## src/rtl/regfile_scoreboard.sv

```systemverilog
// Register file with two combinational read ports, one write port,
// optional r0 hardwiring, write-to-read bypass and a busy scoreboard.
module regfile_scoreboard #(
    parameter int DATA_W   = 32,
    parameter int ADDR_W   = 3,
    parameter int ZERO_REG = 1,
    parameter int BYPASS   = 1
) (
    input  logic              clk,
    input  logic              rst,
    input  logic [ADDR_W-1:0] rd_addr1,
    input  logic [ADDR_W-1:0] rd_addr2,
    output logic [DATA_W-1:0] rd_data1,
    output logic [DATA_W-1:0] rd_data2,
    output logic              rd_busy1,
    output logic              rd_busy2,
    input  logic              wr_en,
    input  logic [ADDR_W-1:0] wr_addr,
    input  logic [DATA_W-1:0] wr_data,
    input  logic              rsv_en,
    input  logic [ADDR_W-1:0] rsv_addr,
    output logic              rsv_ok
);

    localparam int DEPTH = 1 << ADDR_W;

    logic [DATA_W-1:0] regs [DEPTH];
    logic [DEPTH-1:0]  busy;
    logic [DEPTH-1:0]  busyEff;
    logic [DEPTH-1:0]  busyNext;
    logic              wrEff;
    logic              rsvZero;
    logic              bypass1;
    logic              bypass2;

    assign wrEff   = wr_en && !(ZERO_REG != 0 && wr_addr == '0);
    assign rsvZero = (ZERO_REG != 0) && (rsv_addr == '0);
    assign bypass1 = (BYPASS != 0) && wrEff && (wr_addr == rd_addr1);
    assign bypass2 = (BYPASS != 0) && wrEff && (wr_addr == rd_addr2);

    // Writeback frees its register before the reservation is judged,
    // so a producer may claim a register retiring this very cycle.
    always_comb begin
        busyEff = busy;
        if (wrEff) begin
            busyEff[wr_addr] = 1'b0;
        end
        rsv_ok   = rsv_en && !rst && (rsvZero || !busyEff[rsv_addr]);
        busyNext = busyEff;
        if (rsv_ok && !rsvZero) begin
            busyNext[rsv_addr] = 1'b1;
        end
    end

    always_comb begin
        rd_data1 = regs[rd_addr1];
        rd_busy1 = busy[rd_addr1];
        if (bypass1) begin
            rd_data1 = wr_data;
            rd_busy1 = 1'b0;
        end
        if (ZERO_REG != 0 && rd_addr1 == '0) begin
            rd_data1 = '0;
            rd_busy1 = 1'b0;
        end
        rd_data2 = regs[rd_addr2];
        rd_busy2 = busy[rd_addr2];
        if (bypass2) begin
            rd_data2 = wr_data;
            rd_busy2 = 1'b0;
        end
        if (ZERO_REG != 0 && rd_addr2 == '0) begin
            rd_data2 = '0;
            rd_busy2 = 1'b0;
        end
    end

    always_ff @(posedge clk) begin
        if (rst) begin
            for (int i = 0; i < DEPTH; i++) begin
                regs[i] <= '0;
            end
            busy <= '0;
        end else begin
            if (wrEff) begin
                regs[wr_addr] <= wr_data;
            end
            busy <= busyNext;
        end
    end

endmodule

```

## config.mk

```make
export PLATFORM = sky130hd
export DESIGN_NAME = regfile_scoreboard
export DESIGN_NICKNAME = d
export VERILOG_FILES = /design/src/rtl/regfile_scoreboard.sv
export SDC_FILE = /design/constraint.sdc
export NUM_CORES = 1
export LEC_CHECK = 0
export ABC_CLOCK_PERIOD_IN_PS = 3300
export CAP_MARGIN = 20
export CORE_MARGIN = 8
export CORE_UTILIZATION = 50
export DETAILED_ROUTE_END_ITERATION = 6
export PLACE_DENSITY = 0.81
export RECOVER_POWER = 50
export REMOVE_ABC_BUFFERS = 1
export SLEW_MARGIN = 20
export SYNTH_ARGS = -nofsm -noshare
export SYNTH_HDL_FRONTEND = slang
export SYNTH_SLANG_ARGS = --single-unit
```

## constraint.sdc

```tcl
create_clock -name clk -period 3.3 [get_ports clk]
set_input_delay 0.99 -clock clk [delete_from_list [all_inputs] [get_ports clk]]
set_output_delay 0.99 -clock clk [all_outputs]
set_load 0.05 [all_outputs]
```

# Yosys cells after proc, flatten, opt, wreduce, memory -nomap -nowiden

Memory sizes are Yosys's and may differ from the RTL's.
Cells that the tools add are included.

Flip-flop bits (word level): 8
RAM bits: 256
Input port bits: 48
Output and inout bits: 67
Logic and storage cells: 59
Memories: 1

$lt $le $gt $ge: 6
Equality and inequality tests: 2
Mux-type cells: 28
Bitwise logic cells: 3
Reduce and logical (&&, ||, !) cells: 18

Memories:

| memory | depth | width | read ports | clocked after Yosys merged registers in | wr ports | line | source |
|---|---|---|---|---|---|---|---|
| regs   | 8     | 32    | 2          | 0                                       | 8        | 27   | `logic [DATA_W-1:0] regs [DEPTH];` |

Operator list:

| cell                 | count |
|---|---|
| $mux W32             | 5 |
| $reduce_or A32 Y1    | 1 |
| $lt A3 B4 Y1 const B | 4 |
| $mux W8              | 2 |
| $mux W1              | 15 |
| $logic_not A3 Y1     | 4 |
| $bmux W1 S3          | 3 |
| $and A8 B8 Y8        | 1 |
| $logic_and A1 B1 Y1  | 8 |
| $not A8 Y8           | 1 |
| $or A8 B8 Y8         | 1 |
| $demux W1 S3         | 2 |
| $eq A3 B3 Y1         | 2 |
| $ge A3 B1 Y1 const B | 2 |
| $logic_not A1 Y1     | 4 |
| $mux W3              | 1 |
| $logic_or A1 B1 Y1   | 1 |

# Depth between registers and ports, before layout

Gate-level depths: netlist of run 1.

Depth in word-level cells: 14
Depth in mapped cells: 8
Gate-level depth less buffers: 5

# Least setup slack after synthesis of run 1

No wires, ideal clock.

Kind: input to output
Start point: input port rd_addr2[1]
End point: output port rd_busy2
Arrival: 2.789 ns
Data required time: 2.310 ns
Path slack: -0.479 ns
Stages: 6
Path buffers: 3
Cell sequence: buf_2 -> buf_2 -> buf_2 -> nand2_1 -> mux4_2 -> nor2_1

Longest elaborated chain between the ends: 4
Elaborated cells on any way between the ends: 7
Classes of those cells: 1 x eq/ne; 4 x mux; 2 x reduce/logical

RTL lines:

| item                                                                 | line   | source |
|---|---|---|
| start, declared                                                      | 12     | `input logic [ADDR_W-1:0] rd_addr2,` |
| $bmux W1 S3 or $eq A3 B3 Y1 (tied branches)                          | 67, 39 |  |
| $mux W1 (implied by the code) or $logic_and A1 B1 Y1 (tied branches) | 67, 39 |  |
| $mux W1                                                              | 68     | `if (bypass2) begin` |
| $mux W1 *                                                            | 72     | `if (ZERO_REG != 0 && rd_addr2 == '0) begin` |
| end, declared                                                        | 16     | `output logic rd_busy2,` |

Mark *: on every way between the ends. The rest lies on a longest branch, timed or not. The select of a mux whose other input is x is not followed.

# Worst setup path after layout of run 1

Start point: input port wr_addr[2]
End point: output port rd_data2[18]

Longest elaborated chain between the ends: 6
Elaborated cells on any way between the ends: 7
Classes of those cells: 1 x eq/ne; 2 x mux; 4 x reduce/logical

RTL lines:

| item                  | line | source |
|---|---|---|
| start, declared       | 18   | `input logic [ADDR_W-1:0] wr_addr,` |
| $logic_not A3 Y1      | 36   | `assign wrEff = wr_en && !(ZERO_REG != 0 && wr_addr == '0);` |
| $logic_not A1 Y1      | 36   |  |
| $logic_and A1 B1 Y1   | 36   |  |
| $logic_and A1 B1 Y1 * | 39   | `assign bypass2 = (BYPASS != 0) && wrEff && (wr_addr == rd_addr2);` |
| $mux W32 *            | 68   |  |
| $mux W32 *            | 72   |  |
| end, declared         | 14   | `output logic [DATA_W-1:0] rd_data2,` |

Mark *: on every way between the ends. The rest lies on a longest branch, timed or not.

==> flow_summary.toml, run 1 <==
[status]
status = "complete, but fails checks"
violations = "capacitance limit, slew limit, setup timing"

[timing]
rsz0062_at_grt = "yes"
hold_viol = 0
final.setup.worst_slack_ps = -444
finalCriticalPeriod_ps = 3740
slew_headroom_pct = -7.17
max_freq_mhz = 267
worst_pin_slew_ps = 1610
fin_skew_ps = 7.14
setup_tns_ps = -25940
layout_worst_path_cycle_share_pct = 113
setup_viol = 67
final_max_slew_viol_count = 33

[floorplanning]
die_w_um = 177
die_height_um = 177
core_mm2 = 0.0257
ios = 115
die-area_mm2 = 0.0312
start_util_pct = 50.3
rows = 59

[finish]
design_area_mm2 = 0.0163
seq_area_mm2 = 0.00687
final_nets = 1452
synthToLayoutAreaGrowth_pct = 26.0
fillCellCount = 1941
multi_input_area_mm2 = 0.00567
layout-drive-gt1-share_pct = 19.8
antennaDiodeCount = 0

[global_route]
grt_max_degree = 35
grt_usage_pct = 26.7
grt_pass1_vias = 11500
grt_pass1_wl_mm = 65.0
globalRouteOverflowTotal = 0
antenna_found_initial = 1

[cts]
root_buffer = "clkbuf_16"
clk_pin_slew_ps = 60
htree_num_levels = 1
cts_tree = "done"
clock_latency_ps = 520
cts_buffer_depth = 3
cts.sinks = 231
cts_inserted_buffers = 24

[critical_path]
cp.required_ps = 2310
cpMostUsedCell = "buf_8"
critPathLaunchType = "input port"
cp_top_family = "compound AO/OA/AOI/OAI gates"
critPathMaxFanout = 7
crit_slowest_cell = "or3b_1"
crit_type = "in -> out"
path_buf_inv = 3
crit_chain = "buf_8 -> or3b_1 -> a211o_1 -> a21oi_4 -> nor2_4 -> clkbuf_16 -> a32o_2 -> buf_8"
arrival_ps = 2750
critPathMaxStageDelay_ps = 360
cp-end-kind = "output pin"

[yosys]
synth.area.top_cells = "edfxtp_1 52%, and2_1 11%, mux2i_1 5.4%"
synth_warnings = 0
synthArstFlopShare_pct = 0
synth-edff-count = 224
yosysUniqueCellTypes = 36
synth_top_flop_cell = "edfxtp_1"
netlist_area_mm2 = 0.0129
ys_ff_latch = 231
synth_top_area_cell = "edfxtp_1"
synthTopCellsByCount = "224 x and2_1, 224 x edfxtp_1, 142 x nand2_1"
ys_seq_area_share_pct = 53.2
yosysTopAreaCellShare_pct = 52.1
syn_area_per_cell_um2 = 10.4
synth_cells = 1240

[pwr]
power.total_mw = 7.97
p_leak_nw = 6.14
ir_worst_vdd_mv = 0.288
p_per_area_mw_per_mm2 = 490

[route]
drc_errors = 0
wire_per_inst_um = 24.5
drt-initial-drc-count = 1567
wirelength_mm = 43.1
drt-pass1-iter-count = 6
viasPerCell = 6.45
vias = 11300
antenna_left = 0

[place]
dp.final_hpwl_mm = 26.7
io_buffers = 114
dpl-instance-area_mm2 = 0.0150
dp_slack_ps = -847
routabilityCongestion = 0.905

[min_path]
hold_class = "reg -> reg"

[job]
maxCapViolCount = 1
-- sequential cells by signal (all words and copies together), names as in the netlist --
signal,flops
regs,224
busy,7
-- stage by stage --
stage	std cells	utilization, %	hold slack [ps]
floorplan	1131	-	452
detailed placement	1697	58.4	505
finish	1757	63.3	524
CTS	1753	63.4	515
global route	1757	63.3	541
global placement	1697	58.4	489
-- worst paths after layout --
| kind | endpoint | depth (start not counted) | slack, ps | start |
|---|---|---|---|---|
| setup reg to reg | busy[5]$_SDFF_PP0_ | 5 | 1990 | busy[5]$_SDFF_PP0_ |
| setup / recovery | rd_data2[18] | 8 | -440 | wr_addr[2] |
| hold / removal | busy[7]$_SDFF_PP0_ | 2 | 520 | busy[7]$_SDFF_PP0_ |
| hold reg to reg | busy[7]$_SDFF_PP0_ | 2 | 520 | busy[7]$_SDFF_PP0_ |
-- tightest hold or removal path, delay by kind of cell (launching register included) --
family | cells | cell delay (ps)
flops | 1 | 350
simple gates | 1 | 70
compound gates | 1 | 50
-- timing repair --
item                                    in CTS  in global routing
resized for setup                          138                 22
gates cloned                                 3                  2
pin swaps                                   20                 15
endpoints found under the setup margin      67                 67
hold buffers                                 0                  0
buffers inserted                             9                  2
-- cell type report --
type                    instances  area share [%]
inverters                       2          0.0461
clock inverters                13           0.523
well taps                     335            2.58
multi-input cells             898            34.8
repair buffers                247            15.9
clock buffers                  31            3.98
flip-flops and latches        231            42.2
-- cell usage in the layout, fill, tap and decap left out, drive strengths merged, types with 2 or more instances in the layout --
cell type      synthesis  final
nand4b                 2      2
mux2i                 70     70
and2                 224    224
o22a                  64     64
or3b                   2      2
nand3                  6      6
nor2                 141    141
clkinv                 0     11
clkbuf                83     48
a211o                  2      2
o22ai                 66     66
a32o                  64     64
nor2b                  2      2
buf                   26    192
or2                   10     10
nand4                  2      2
dfxtp                  7      7
inv                    2      2
clkdlybuf4s50          0     33
nor3                   6      6
nand2b                 6      6
dlygate4sd2            0      3
o21ai                 68     68
xnor2                  4      4
mux4                   2      2
a21oi                  8      8
nand2                142    142
edfxtp               224    224
-- per-layer routing --
metal,up-vias,global-route usage [%],routed length [um]
met5,-,0,0
met4,0,11.8,1580
met3,131,5.85,5710
met2,900,42.8,19700
met1,5430,34.4,16100
li1,4867,-,-
-- power by group --
part / leakage [nW] / internal [mW] / switching [mW]
logic: 3.57 / 0.752 / 1.16
clock network: 0.358 / 1.46 / 1.10
registers: 2.21 / 3.41 / 0.102
-- cells by family (layout without fill, tap and decap cells) --
family	Yosys count	in the layout	synth area share [%]
xor+xnor	4	4	0.271
simple gates	545	545	21.0
mux	72	72	5.78
compound gates	277	277	16.1
flops	231	231	53.2
buf+inv	111	293	3.73
Note: power is estimated with default switching activity, not from simulation.
==> run 2, diff against run 1 <==
--- a/config.mk
+++ b/config.mk
@@ -7,7 +7,6 @@
 export LEC_CHECK = 0
 export ABC_CLOCK_PERIOD_IN_PS = 3300
 export CAP_MARGIN = 20
-export CORE_MARGIN = 8
 export CORE_UTILIZATION = 50
 export DETAILED_ROUTE_END_ITERATION = 6
 export PLACE_DENSITY = 0.81
==> run 2 against run 1 <==
  * The run ends with setup timing left
  * Combinational power decreased by 3%
  * Final cell count decreased by 1.3%
  * Setup slack improved by 46 ps
  * Clock power increased by 4%
  * Critical path type unchanged
  * Critical endpoint is now rd_data1[21]
  * Largest cell class unchanged
==> flow_summary.toml, run 2 (synthesis gave the netlist of run 1 again) <==
[route]
drc_errors = 0
vias = 11000
drt-pass1-iter-count = 6
wirelength_mm = 41.1
viasPerCell = 6.34
wire_per_inst_um = 23.7
drt-initial-drc-count = 1380
antenna_left = 0

[global_route]
grt_pass1_wl_mm = 60.8
antenna_found_initial = 0
globalRouteOverflowTotal = 0
grt_max_degree = 51
busiest_layer = "met2"
grt_util_met1_pct = 38.7
grt_util_met3_pct = 4.25
grt_usage_pct = 30.3
met2_usage_pct = 50.8
grt_pass1_vias = 11100

[pwr]
combPwrFrac_pct = 23.2
switching_share_pct = 29.4
clkPwrFrac_pct = 33.1
seq_power_share_pct = 43.8
power.total_mw = 8.01
p_sw_mw = 2.35
power.internal_mw = 5.66
p_leak_nw = 6.08
ir_worst_vdd_mv = 0.324
p_per_area_mw_per_mm2 = 496

[finish]
final_nets = 1433
largest_reg_flops = 224
stdcell_count = 1734
mostFrequentLayoutCell = "edfxtp_1"
layout-drive-gt1-share_pct = 19.5
final_cell_mix = "224 x edfxtp_1, 176 x and2_1, 142 x nand2_1"
regMostFlops = "regs"
largestRegisters = "regs (224), busy (7)"
synthToLayoutAreaGrowth_pct = 25.0
fillCellCount = 1911

[critical_path]
cp.required_ps = 2310
critPathLaunchType = "input port"
timing.rr.end = "busy[5]$_SDFF_PP0_"
cp_top_family = "compound AO/OA/AOI/OAI gates"
reg2reg_slack_ps = 1870
critPathMaxFanout = 15
r2r_cells = 6
path_buf_inv = 3
crit_slowest_cell = "or3b_1"
cp-end-kind = "output pin"
arrival_ps = 2710
critPathMaxStageDelay_ps = 370
reg2reg_from = "busy[6]$_SDFF_PP0_"
crit_chain = "buf_8 -> or3b_1 -> a211o_1 -> a21oi_4 -> nor2_4 -> buf_12 -> a32o_1 -> buf_6"
crit_type = "in -> out"

[timing]
finalCriticalPeriod_ps = 3700
worst_pin_slew_ps = 1110
setup_tns_ps = -24530
fin_skew_ps = 0.434
slew_headroom_pct = 26.1
final.setup.worst_slack_ps = -398
max_freq_mhz = 270
hold_viol = 0
rsz0062_at_grt = "yes"
setup_viol = 67
final_max_slew_viol_count = 0
whs_ps = 518
layout_worst_path_cycle_share_pct = 112

[place]
post-place-cells = 1672
io_buffers = 114
dp.final_hpwl_mm = 25.1
routabilityCongestion = 0.854

[min_path]
min_from = "busy[7]$_SDFF_PP0_"
hold_end = "busy[7]$_SDFF_PP0_"
hold_class = "reg -> reg"
hold_depth = 2

[cts]
cts_buffer_depth = 3
clk_pin_slew_ps = 60
clock_latency_ps = 520
htree_num_levels = 1
cts_tree = "done"
cts_inserted_buffers = 24
root_buffer = "clkbuf_16"
cts.sinks = 231

[floorplanning]
start_util_pct = 51.1
die_height_um = 163
core_mm2 = 0.0253
rows = 58
ios = 115
die-area_mm2 = 0.0265
die_w_um = 163

[job]
maxCapViolCount = 0

[status]
status = "complete, but fails checks"
violations = "setup timing"
-- run 2: cell count changes in the layout (fill, tap and decap cells not counted), moves of 5 or more --
cell | previous run | this run
and2_0 | 70 | 48
buf_4 | 90 | 77
clkbuf_1 | 13 | 3
and2_1 | 154 | 176
buf_12 | 23 | 17
a32o_1 | 46 | 51
buf_6 | 65 | 72
a32o_2 | 18 | 13
buf_8 | 11 | 6
-- run 2: how the worst max path moves through the flow --
stage	startpoint	end	slack (ps)	depth (start not counted)
after global routing	wr_addr[2]	rd_data2[21]	-430	8
after detailed placement	wr_addr[2]	rd_data2[29]	-850	8
after global placement	wr_addr[2]	rd_data1[5]	-810	8
after floorplan	wr_addr[2]	rd_data1[0]	-660	5
final	wr_addr[2]	rd_data1[21]	-400	8
after CTS	wr_addr[2]	rd_data1[25]	-400	8
-- run 2: worst reg2reg max path, cell delays in order, from the launching register on --
cell and delay, ps:
dfxtp_1 350, a211oi_1 310, a311oi_2 90, buf_4 150, buf_4 120, nand4b_1 160, a21oi_1 160
-- run 2: stage by stage --
stage / worst slack (ps) / utilization (%) / cell area (um2)
after floorplan: -661 / - / 12400
final: -398 / 63.9 / 16100
after CTS: -399 / 63.9 / 16100
after detailed placement: -847 / 58.4 / 14700
after global routing: -429 / 63.9 / 16100
after global placement: -813 / 58.4 / 14700
-- run 2: power by group through the flow --
| stage | sequential [mW] | clock (mW) | combinational, mW |
|---|---|---|---|
| 2_1_floorplan | 3.53 | 0 | 0.973 |
| 3_3_place_gp | 3.54 | 0 | 1.64 |
| 3_5_place_dp | 3.55 | 0 | 1.67 |
| 4_1_cts | 3.50 | 2.64 | 1.83 |
| 5_1_grt | 3.52 | 2.74 | 1.94 |
| 6_report | 3.51 | 2.65 | 1.85 |
-- run 2: cell type report --
| type | instances | area [um2] | share of cell area, % |
|---|---|---|---|
| Tap cell | 330 | 413 | 2.56 |
| Inverter | 2 | 7.51 | 0.0465 |
| Multi-Input combinational cell | 898 | 5680 | 35.2 |
| Clock inverter | 17 | 131 | 0.814 |
| Sequential cell | 231 | 6870 | 42.5 |
| Antenna cell | 1 | 2.50 | 0.0155 |
| Clock buffer | 27 | 633 | 3.92 |
| Timing Repair Buffer | 228 | 2400 | 14.9 |
-- run 2: routing by layer --
metal,wire length [um],up-vias
met5,0,-
met4,1740,0
met3,3640,136
met2,19800,701
met1,15900,5325
li1,-,4823
-- run 2: what timing repair did --
action	4_1_cts	5_1_grt
hold buffers	0	0
gates cloned	4	2
pin swaps	13	6
setup endpoints to repair	67	67
resized for setup	142	23
setup buffers	10	1
